`src/rtl/glb_access_responder.sv`:
```
// GLB-side responder: arbitrates token-engine read/write requests onto a single-port
// SRAM macro, range-checks addresses and returns read data with a valid strobe.
module glb_access_responder #(
    parameter int ADDR_W        = 14,
    parameter int SRAM_LAT      = 1,
    parameter int MAX_WR_STREAK = 4
) (
    input  logic              clk,
    input  logic              rst_n,
    input  logic              glb_read_req,
    input  logic [31:0]       glb_read_addr,
    input  logic              glb_write_req,
    input  logic [31:0]       glb_write_addr,
    input  logic [3:0]        glb_write_web,
    input  logic [31:0]       glb_write_data,
    output logic              rd_gnt_o,
    output logic              wr_gnt_o,
    output logic [31:0]       glb_read_data_o,
    output logic              rd_valid_o,
    output logic              addr_err_o,
    output logic              sram_cs_o,
    output logic [3:0]        sram_web_o,
    output logic [ADDR_W-1:0] sram_addr_o,
    output logic [31:0]       sram_wdata_o,
    input  logic [31:0]       sram_rdata_i
);

    localparam int STREAK_W = $clog2(MAX_WR_STREAK + 1);

    typedef enum logic {
        LAST_RD,
        LAST_WR
    } arb_state_t;

    arb_state_t          state_q, state_d;
    logic [STREAK_W-1:0] streak_q, streak_d;
    logic                streak_at_max;
    logic                rd_gnt, wr_gnt;
    logic                rd_bad, wr_bad;
    logic [SRAM_LAT:0]   tag_v, tag_e;

    // Misaligned, or any bit set above the GLB word-address window.
    assign rd_bad = (glb_read_addr[1:0] != 2'b00) || ((glb_read_addr >> (ADDR_W + 2)) != 32'h0);
    assign wr_bad = (glb_write_addr[1:0] != 2'b00) || ((glb_write_addr >> (ADDR_W + 2)) != 32'h0);

    assign streak_at_max = (streak_q == STREAK_W'(MAX_WR_STREAK));

    always_comb begin
        rd_gnt   = 1'b0;
        wr_gnt   = 1'b0;
        state_d  = state_q;
        streak_d = streak_q;
        if (rst_n) begin
            if (glb_write_req && !(glb_read_req && streak_at_max)) begin
                wr_gnt = 1'b1;
            end else if (glb_read_req) begin
                rd_gnt = 1'b1;
            end

            if (rd_gnt) begin
                state_d = LAST_RD;
            end else if (wr_gnt) begin
                state_d = LAST_WR;
            end

            if (rd_gnt || !glb_read_req) begin
                streak_d = '0;
            end else if (wr_gnt && !streak_at_max) begin
                streak_d = streak_q + STREAK_W'(1);
            end
        end
    end

    assign rd_gnt_o = rd_gnt;
    assign wr_gnt_o = wr_gnt;

    always_ff @(posedge clk) begin
        if (!rst_n) begin
            state_q  <= LAST_RD;
            streak_q <= '0;
        end else begin
            state_q  <= state_d;
            streak_q <= streak_d;
        end
    end

    // Command stage: one SRAM command per grant, driven the cycle after the grant.
    always_ff @(posedge clk) begin
        if (!rst_n) begin
            sram_cs_o    <= 1'b0;
            sram_web_o   <= '1;
            sram_addr_o  <= '0;
            sram_wdata_o <= '0;
        end else begin
            sram_cs_o  <= (wr_gnt && !wr_bad) || (rd_gnt && !rd_bad);
            sram_web_o <= '1;
            if (wr_gnt) begin
                sram_addr_o  <= glb_write_addr[ADDR_W+1:2];
                sram_wdata_o <= glb_write_data;
                if (!wr_bad) begin
                    sram_web_o <= glb_write_web;
                end
            end else if (rd_gnt) begin
                sram_addr_o <= glb_read_addr[ADDR_W+1:2];
            end
        end
    end

    // Read-tag pipe: stage k is live in cycle T+1+k; the last stage samples the SRAM.
    always_ff @(posedge clk) begin
        if (!rst_n) begin
            tag_v           <= '0;
            tag_e           <= '0;
            rd_valid_o      <= 1'b0;
            glb_read_data_o <= '0;
            addr_err_o      <= 1'b0;
        end else begin
            tag_v      <= {tag_v[SRAM_LAT-1:0], rd_gnt};
            tag_e      <= {tag_e[SRAM_LAT-1:0], rd_gnt && rd_bad};
            rd_valid_o <= tag_v[SRAM_LAT];
            if (tag_v[SRAM_LAT]) begin
                glb_read_data_o <= tag_e[SRAM_LAT] ? 32'h0 : sram_rdata_i;
            end
            if ((wr_gnt && wr_bad) || (rd_gnt && rd_bad)) begin
                addr_err_o <= 1'b1;
            end
        end
    end

endmodule

```
`config.mk`:
```
export PLATFORM = sky130hd
export DESIGN_NAME = glb_access_responder
export DESIGN_NICKNAME = d
export VERILOG_FILES = /design/src/rtl/glb_access_responder.sv
export SDC_FILE = /design/constraint.sdc
export NUM_CORES = 1
export LEC_CHECK = 0
export CORE_MARGIN = 2
export CORE_UTILIZATION = 35
export CTS_BUF_LIST = sky130_fd_sc_hd__clkbuf_4 sky130_fd_sc_hd__clkbuf_8 sky130_fd_sc_hd__clkbuf_16
export CTS_CLUSTER_DIAMETER = 30
export DETAILED_ROUTE_END_ITERATION = 8
export MAX_ROUTING_LAYER = met4
export PLACE_DENSITY = 0.76
export SYNTH_ARGS = -nofsm -noshare
export SYNTH_HDL_FRONTEND = slang
export SYNTH_SLANG_ARGS = --single-unit
```
`constraint.sdc`:
```
create_clock -name clk -period 3.2 [get_ports clk]
set_input_delay 0.8 -clock clk [delete_from_list [all_inputs] [get_ports clk]]
set_output_delay 0.8 -clock clk [all_outputs]
set_load 0.02 [all_outputs]
```
==> impl_results.md, run 1 <==
* Ys async rst share at 0%
* I/O pin cnt at 223
* Register area share after synthesis at 53.2%
* Clock root buffer master: clkbuf_8
* Leakage Power at around 2.3 nW
* CTS H-Tree Depth at 3
* Clock sinks at 92
* RSZ-0062 raised after global routing: no
* Die width at between 100 and 150 µm
* Pin count of the biggest net entering global routing at 46
* Fillers at 850
* PD cells at 413 nW/µm²
* Post-CTS sizing at 0
* GRT Residual Overflow at 0
* Vias at about 3500
* Worst-Margin Slew at between 500 and 600 ps
* Fin nets at 754
* Syn_nets at between 500 and 600
* Clock transition at path regs at 80 ps
* Insertion delay to the later sink of the worst-skew pair at approximately 350 ps
* Synthesis-stage register bit count at 92
* Crit Path Category: primary input to output port
* Yosys warning total at 0
* Max Cap Viol at 0
* Overall Power at 0.00248 W
* Final slew viol count at 0
* Unique masters post-synth at 34
* Core area at 9680 µm²
* All-Layer GR Usage at 19.9%
* Delay of the slowest critical-path stage at 610 ps
* Via density at 4.68
* Top_reg_cell synth: dfxtp_1
* Post-synth EDFFs at 0
* Crit path arrival time at 2300 ps
* Final wirelength at 10600 µm
* Setup_tns at 0 ps
* Routed Antenna Nets at 0
* CP Buf/Inv Count at 3
* Buffers inserted by post-CTS timing repair at 0
* Layout Skew at 6.51 ps
* Die ar. at 10700 µm²
* Fin crit period at 3100 ps
* Clock share of power at 33.0%
* Rows at 36
* Post-DP HPWL at 7890 µm
* Multi-input logic area at roughly 1500 µm²
* Delay-heaviest family, CP: buffers and inverters
* Hold Buf Count CTS at 0
* CP max stage cell: clkdlybuf4s50_1
* CP Data Required Time at 2400 ps
* GP Congestion at 0.852
* Period utilization at 96.9%
* Dpl cells at 738
* Sequential Power Share at 48.9%
* Port bufs at 222
* Post-synthesis cell count at 398
* Final Non-Filler Cells at around 750
* CTS max path bufs at 2
* F_max at ~320 MHz
* Syn avg cell area at 8.69 µm²
* Register Area at 1840 µm²
* Max_slew headroom at 66.6%
* Combinational Power Share at 18.2%
* Diodes inserted at 0
* Die H at slightly above 100 µm
* CP Cell Sequence: clkdlybuf4s50_1 > and2_1 > nand2_1 > inv_1 > clkdlybuf4s50_1
* Element type at the critical path end: output port
* Number of global-route vias before repair at 3341
* Ratio of cells with drive above 1 in the final layout at 5.32%
* First-pass iteration count of the detailed router at 4
* NetSw at 0.000588 W
* Peak VDD IR at 220 µV
* DRC viols at 0
* Initial antenna violation count at 0
* Final Hold Viols at 0
* Area Overhead vs Synth at 73.7%
* Startpoint class of the critical path: primary input
* Critical-path maximum fanout at 5
* Initial core utilization at 35.7%
* CP dominant cell by count: clkdlybuf4s50_1
* Worst Hold Class: register to register
* Num CTS Buffers at 9
* First-pass GRT wire length at roughly 16000 µm
* DR WL/cell at 14.1 µm
* CTS tree: done
* Sw Ratio at 23.7%
* Initial drt markers at 84
* Setup violations, final at 0
* Internal power at 0.00190 W
* Run status: finished clean
* Synthesized cell area at ~3500 µm²
-- synthesized netlist by cell type, types with 5 or more instances --
cell type / instances / area share (%)
mux2i_1: 11 / 3.2
nor4_1: 6 / 1.1
dfxtp_1: 92 / 53
nor2b_1: 32 / 5.8
nand2b_1: 5 / 0.90
a211oi_1: 10 / 2.2
nor2_1: 45 / 4.9
nand2_1: 70 / 7.6
inv_1: 5 / 0.54
buf_2: 14 / 2.0
and2_1: 5 / 0.90
clkbuf_1: 8 / 0.87
a21oi_1: 67 / 9.7
-- layout by cell type (no fill, tap or decap), drive strengths merged, types with 2 or more instances in the layout --
cell type and instances:
a21o 2, and3 2, ha 2, clkbuf 14, clkdlybuf4s50 222, a211oi 11
nor4 7, nand2 71, nor2 45, o221ai 2, nand3 2, a32oi 2
nor2b 32, a21oi 67, buf 10, inv 6, mux2i 11, dfxtp 92
nand2b 5, or4 2, and2 5
-- power by group through the flow --
stage / Clock, W / Combinational (W) / Sequential [W]
global placement: 0 / 0.000446 / 0.00124
global route: 0.000900 / 0.000483 / 0.00122
detailed placement: 0 / 0.000453 / 0.00124
finish: 0.000819 / 0.000451 / 0.00121
floorplan: 0 / 0.000111 / 0.00129
CTS: 0.000845 / 0.000455 / 0.00121
-- worst reg2reg max path: stages, from the launching register on --
cell     delay [ps]
dfxtp_1         340
inv_1            60
ha_1            210
nand3_1         130
and2_1          330
buf_4           360
nand2_1         100
a21oi_1         140
-- cells by family after synthesis --
group	synth area share (%)
flops	53.2
fa+ha+maj	0.723
xor+xnor	0.253
compound gates	14.0
buf+inv	4.59
mux	3.18
simple gates	24.0
-- state kept, by name, indices dropped and copies added, names as in the netlist --
register and flops:
sram_wdata_o 32, sram_addr_o 14, sram_cs_o 1, streak_q 3
addr_err_o 1, sram_web_o 4, rd_valid_o 1, tag_e 2
tag_v 2, glb_read_data_o 32
-- metrics by stage --
stage | hold WS (ps) | setup slack, ps | area (µm²) | utilization [%]
final | 443 | 98.9 | 6010 | 62.0
after global routing | 454 | 46.2 | 6010 | 62.0
after floorplan | 412 | 1040 | 3460 | -
after detailed placement | 432 | 123 | 5800 | 59.9
after global placement | 416 | 152 | 5800 | 59.9
after CTS | 452 | 111 | 6010 | 62.0
-- worst paths after layout --
| kind | end | cells past startpoint | slack (ps) | startpoint |
|---|---|---|---|---|
| worst max-delay path | wr_gnt_o | 5 | 100 | glb_write_req |
| worst min-delay path | tag_v[1] | 1 | 440 | tag_v[0] |
| worst max register to register | sram_wdata_o[3] | 7 | 1460 | streak_q[0] |
| worst min register to register | tag_v[1] | 1 | 440 | tag_v[0] |
-- per-layer routing --
layer  wire length, µm  part of all wire, %  global-route usage, %  up-vias
met5                 0                    0                      -        -
met4               248                  2.3                   8.00        0
li1                  -                    -                      -     1750
met1              4360                   41                   22.5     1612
met3               930                  8.7                   6.92       25
met2              5090                   48                   32.1      139
-- cell type report --
class	instances	area share [%]
clock buffers	14	3.00
flip-flops and latches	92	30.7
repair buffers	232	38.2
well taps	133	2.77
multi-input cells	274	24.3
inverters	7	0.521
clock inverters	1	0.500
Note: power is estimated with default switching activity, not from simulation.
==> run 2: changes to the inputs <==
--- a/config.mk
+++ b/config.mk
@@ -12,6 +12,7 @@
 export DETAILED_ROUTE_END_ITERATION = 8
 export MAX_ROUTING_LAYER = met4
 export PLACE_DENSITY = 0.76
+export RECOVER_POWER = 25
 export SYNTH_ARGS = -nofsm -noshare
 export SYNTH_HDL_FRONTEND = slang
 export SYNTH_SLANG_ARGS = --single-unit
==> run 2 against run 1 <==
Critical path depth unchanged. Wire length barely moved. Sequential power is essentially flat. Final cell count is the same. Clock power about the same. Combinational power about the same. Critical endpoint unchanged. Largest power group unchanged.
==> impl_results.md, run 2 (synthesis gave the netlist of run 1 again) <==
* Run status: finished clean
* Vias at 3525
* Final wirelength at 10600 µm
* Worst hold slack at about 440 ps
* CTS H-Tree Depth at 3
* GRT Residual Overflow at 0
* Routed length on met3 at 957 µm
* Post-Route M1 WL at 4330 µm
* CP endpoint: wr_gnt_o
* First-pass GRT wire length at ~16000 µm
* Pin count of the biggest net entering global routing at 46
* CP Data Required Time at 2400 ps
* Delay of the slowest critical-path stage at 610 ps
* Critical-path maximum fanout at 5
* Initial antenna violation count at 0
* Worst R2R Start: streak_q[0]
* Multi-input logic area at 1450 µm²
* Startpoint class of the critical path: primary input
* F_max at 322 MHz
* Area Overhead vs Synth at 72.9%
* Port bufs at 222
* I/O pin cnt at 223
* Element type at the critical path end: output port
* Final slew viol count at 0
* Via density at 4.68
* Initial drt markers at just over 80
* Diodes inserted at 0
* Core area at around 9700 µm²
* Crit Path Category: primary input to output port
* Routed Antenna Nets at 0
* Worst Slack Setup Final at 99.0 ps
* RSZ-0062 raised after global routing: no
* Hold Buf Count CTS at 0
* Commonest non-fill, non-tap cells in the layout: clkdlybuf4s50_1, dfxtp_1, nand2_1
* Leading cell type in the layout, fill and taps excluded: clkdlybuf4s50_1
* First-pass iteration count of the detailed router at 4
* Clock transition at path regs at 80 ps
* Metal2 WL at 5090 µm
* Number of global-route vias before repair at 3341
* Period utilization at between 90% and 100%
* CTS tree: done
* Die ar. at 10700 µm²
* Post-CTS sizing at 0
* PD cells at 415 nW/µm²
* Highest metal used: met4
* Buffers inserted by post-CTS timing repair at 0
* Ratio of cells with drive above 1 in the final layout at 4.68%
* Fillers at 857
* Max Cap Viol at 0
* Initial core utilization at between 30% and 40%
* CP Cell Sequence: clkdlybuf4s50_1 > and2_1 > nand2_1 > inv_1 > clkdlybuf4s50_1
* Leakage Power at 2.29 nW
* Crit. Startpoint: glb_write_req
* Setup_tns at 0 ps
* CTS max path bufs at 2
* Fin crit period at just over 3000 ps
* GP Congestion at between 0.8 and 0.9
* Setup violations, final at 0
* Worst-Margin Slew at 1340 ps
* Worst Hold Class: register to register
* CP Buf/Inv Count at 3
* Worst r2r path cells at 7
* Worst r2r dst: sram_wdata_o[3]
* Delay-heaviest family, CP: buffers and inverters
* All-Layer GR Usage at between 10% and 20%
* Rows at 36
* Final Hold Viols at 0
* CP max stage cell: clkdlybuf4s50_1
* Die H at roughly 100 µm
* Clock root buffer master: clkbuf_8
* Die width at 103 µm
* Crit path arrival time at 2300 ps
* Insertion delay to the later sink of the worst-skew pair at 350 ps
* Max_slew headroom at 11.0%
* Crit path depth at 5
* Post-DP HPWL at 7890 µm
* Num CTS Buffers at 9
* Worst R2R Setup Slack at ~1500 ps
* Layout Skew at roughly 7.6 ps
* Register Area at 1840 µm²
* Setup WS pre-CTS at roughly 120 ps
* DR WL/cell at about 14 µm
* Largest regs: glb_read_data_o: 32 flops, sram_wdata_o: 32 flops, sram_addr_o: 14 flops
* DRC viols at 0
* Fin nets at roughly 750
* CP dominant cell by count: clkdlybuf4s50_1
* Clock sinks at 92
* Peak VDD IR at ~220 µV
==> run 2: layout make-up <==
type / count / share of cell area [%]
clock inverters: 1 / 0.502
repair buffers: 232 / 38.2
well taps: 133 / 2.78
clock buffers: 14 / 3.01
multi-input cells: 274 / 24.2
flip-flops and latches: 92 / 30.8
inverters: 7 / 0.523
==> run 2: power by group <==
group	internal [W]	switching, W	total, W
Sequential	0.00119	0.0000225	0.00121
Combinational	0.000264	0.000185	0.000449
Clock	0.000439	0.000381	0.000820
==> run 2: metal layers <==
| layer | global-route usage, % | vias to the layer above |
|---|---|---|
| met5 | - | - |
| met1 | 22.5 | 1608 |
| met2 | 32.1 | 144 |
| li1 | - | 1750 |
| met4 | 8.00 | 0 |
| met3 | 6.92 | 23 |
==> run 2: how the worst min path moves through the flow <==
stage | from | end | slack (ps) | cells past startpoint
floorplan | tag_e[0] | tag_e[1] | 410 | 1
global placement | tag_v[0] | tag_v[1] | 420 | 1
detailed placement | tag_e[0] | tag_e[1] | 430 | 1
CTS | tag_e[0] | tag_e[1] | 450 | 1
global route | tag_e[0] | tag_e[1] | 450 | 1
finish | tag_v[0] | tag_v[1] | 440 | 1
==> run 2: worst register-to-register path, cell delays in order (launching register included) <==
cell,delay [ps]
dfxtp_1,340
inv_1,60
ha_1,210
nand3_1,130
and2_1,330
buf_4,360
nand2_1,100
a21oi_1,140
==> run 2: through the flow <==
stage          total power (W)  util (%)  instance area [µm²]  instances
6_report               0.00248      61.8                 5980        753
5_1_grt                0.00260      61.8                 5980        753
4_1_cts                0.00251      62.0                 6010        753
3_5_place_dp           0.00169      59.9                 5800        738
3_3_place_gp           0.00168      59.9                 5800        738
2_1_floorplan          0.00140         -                 3460        398
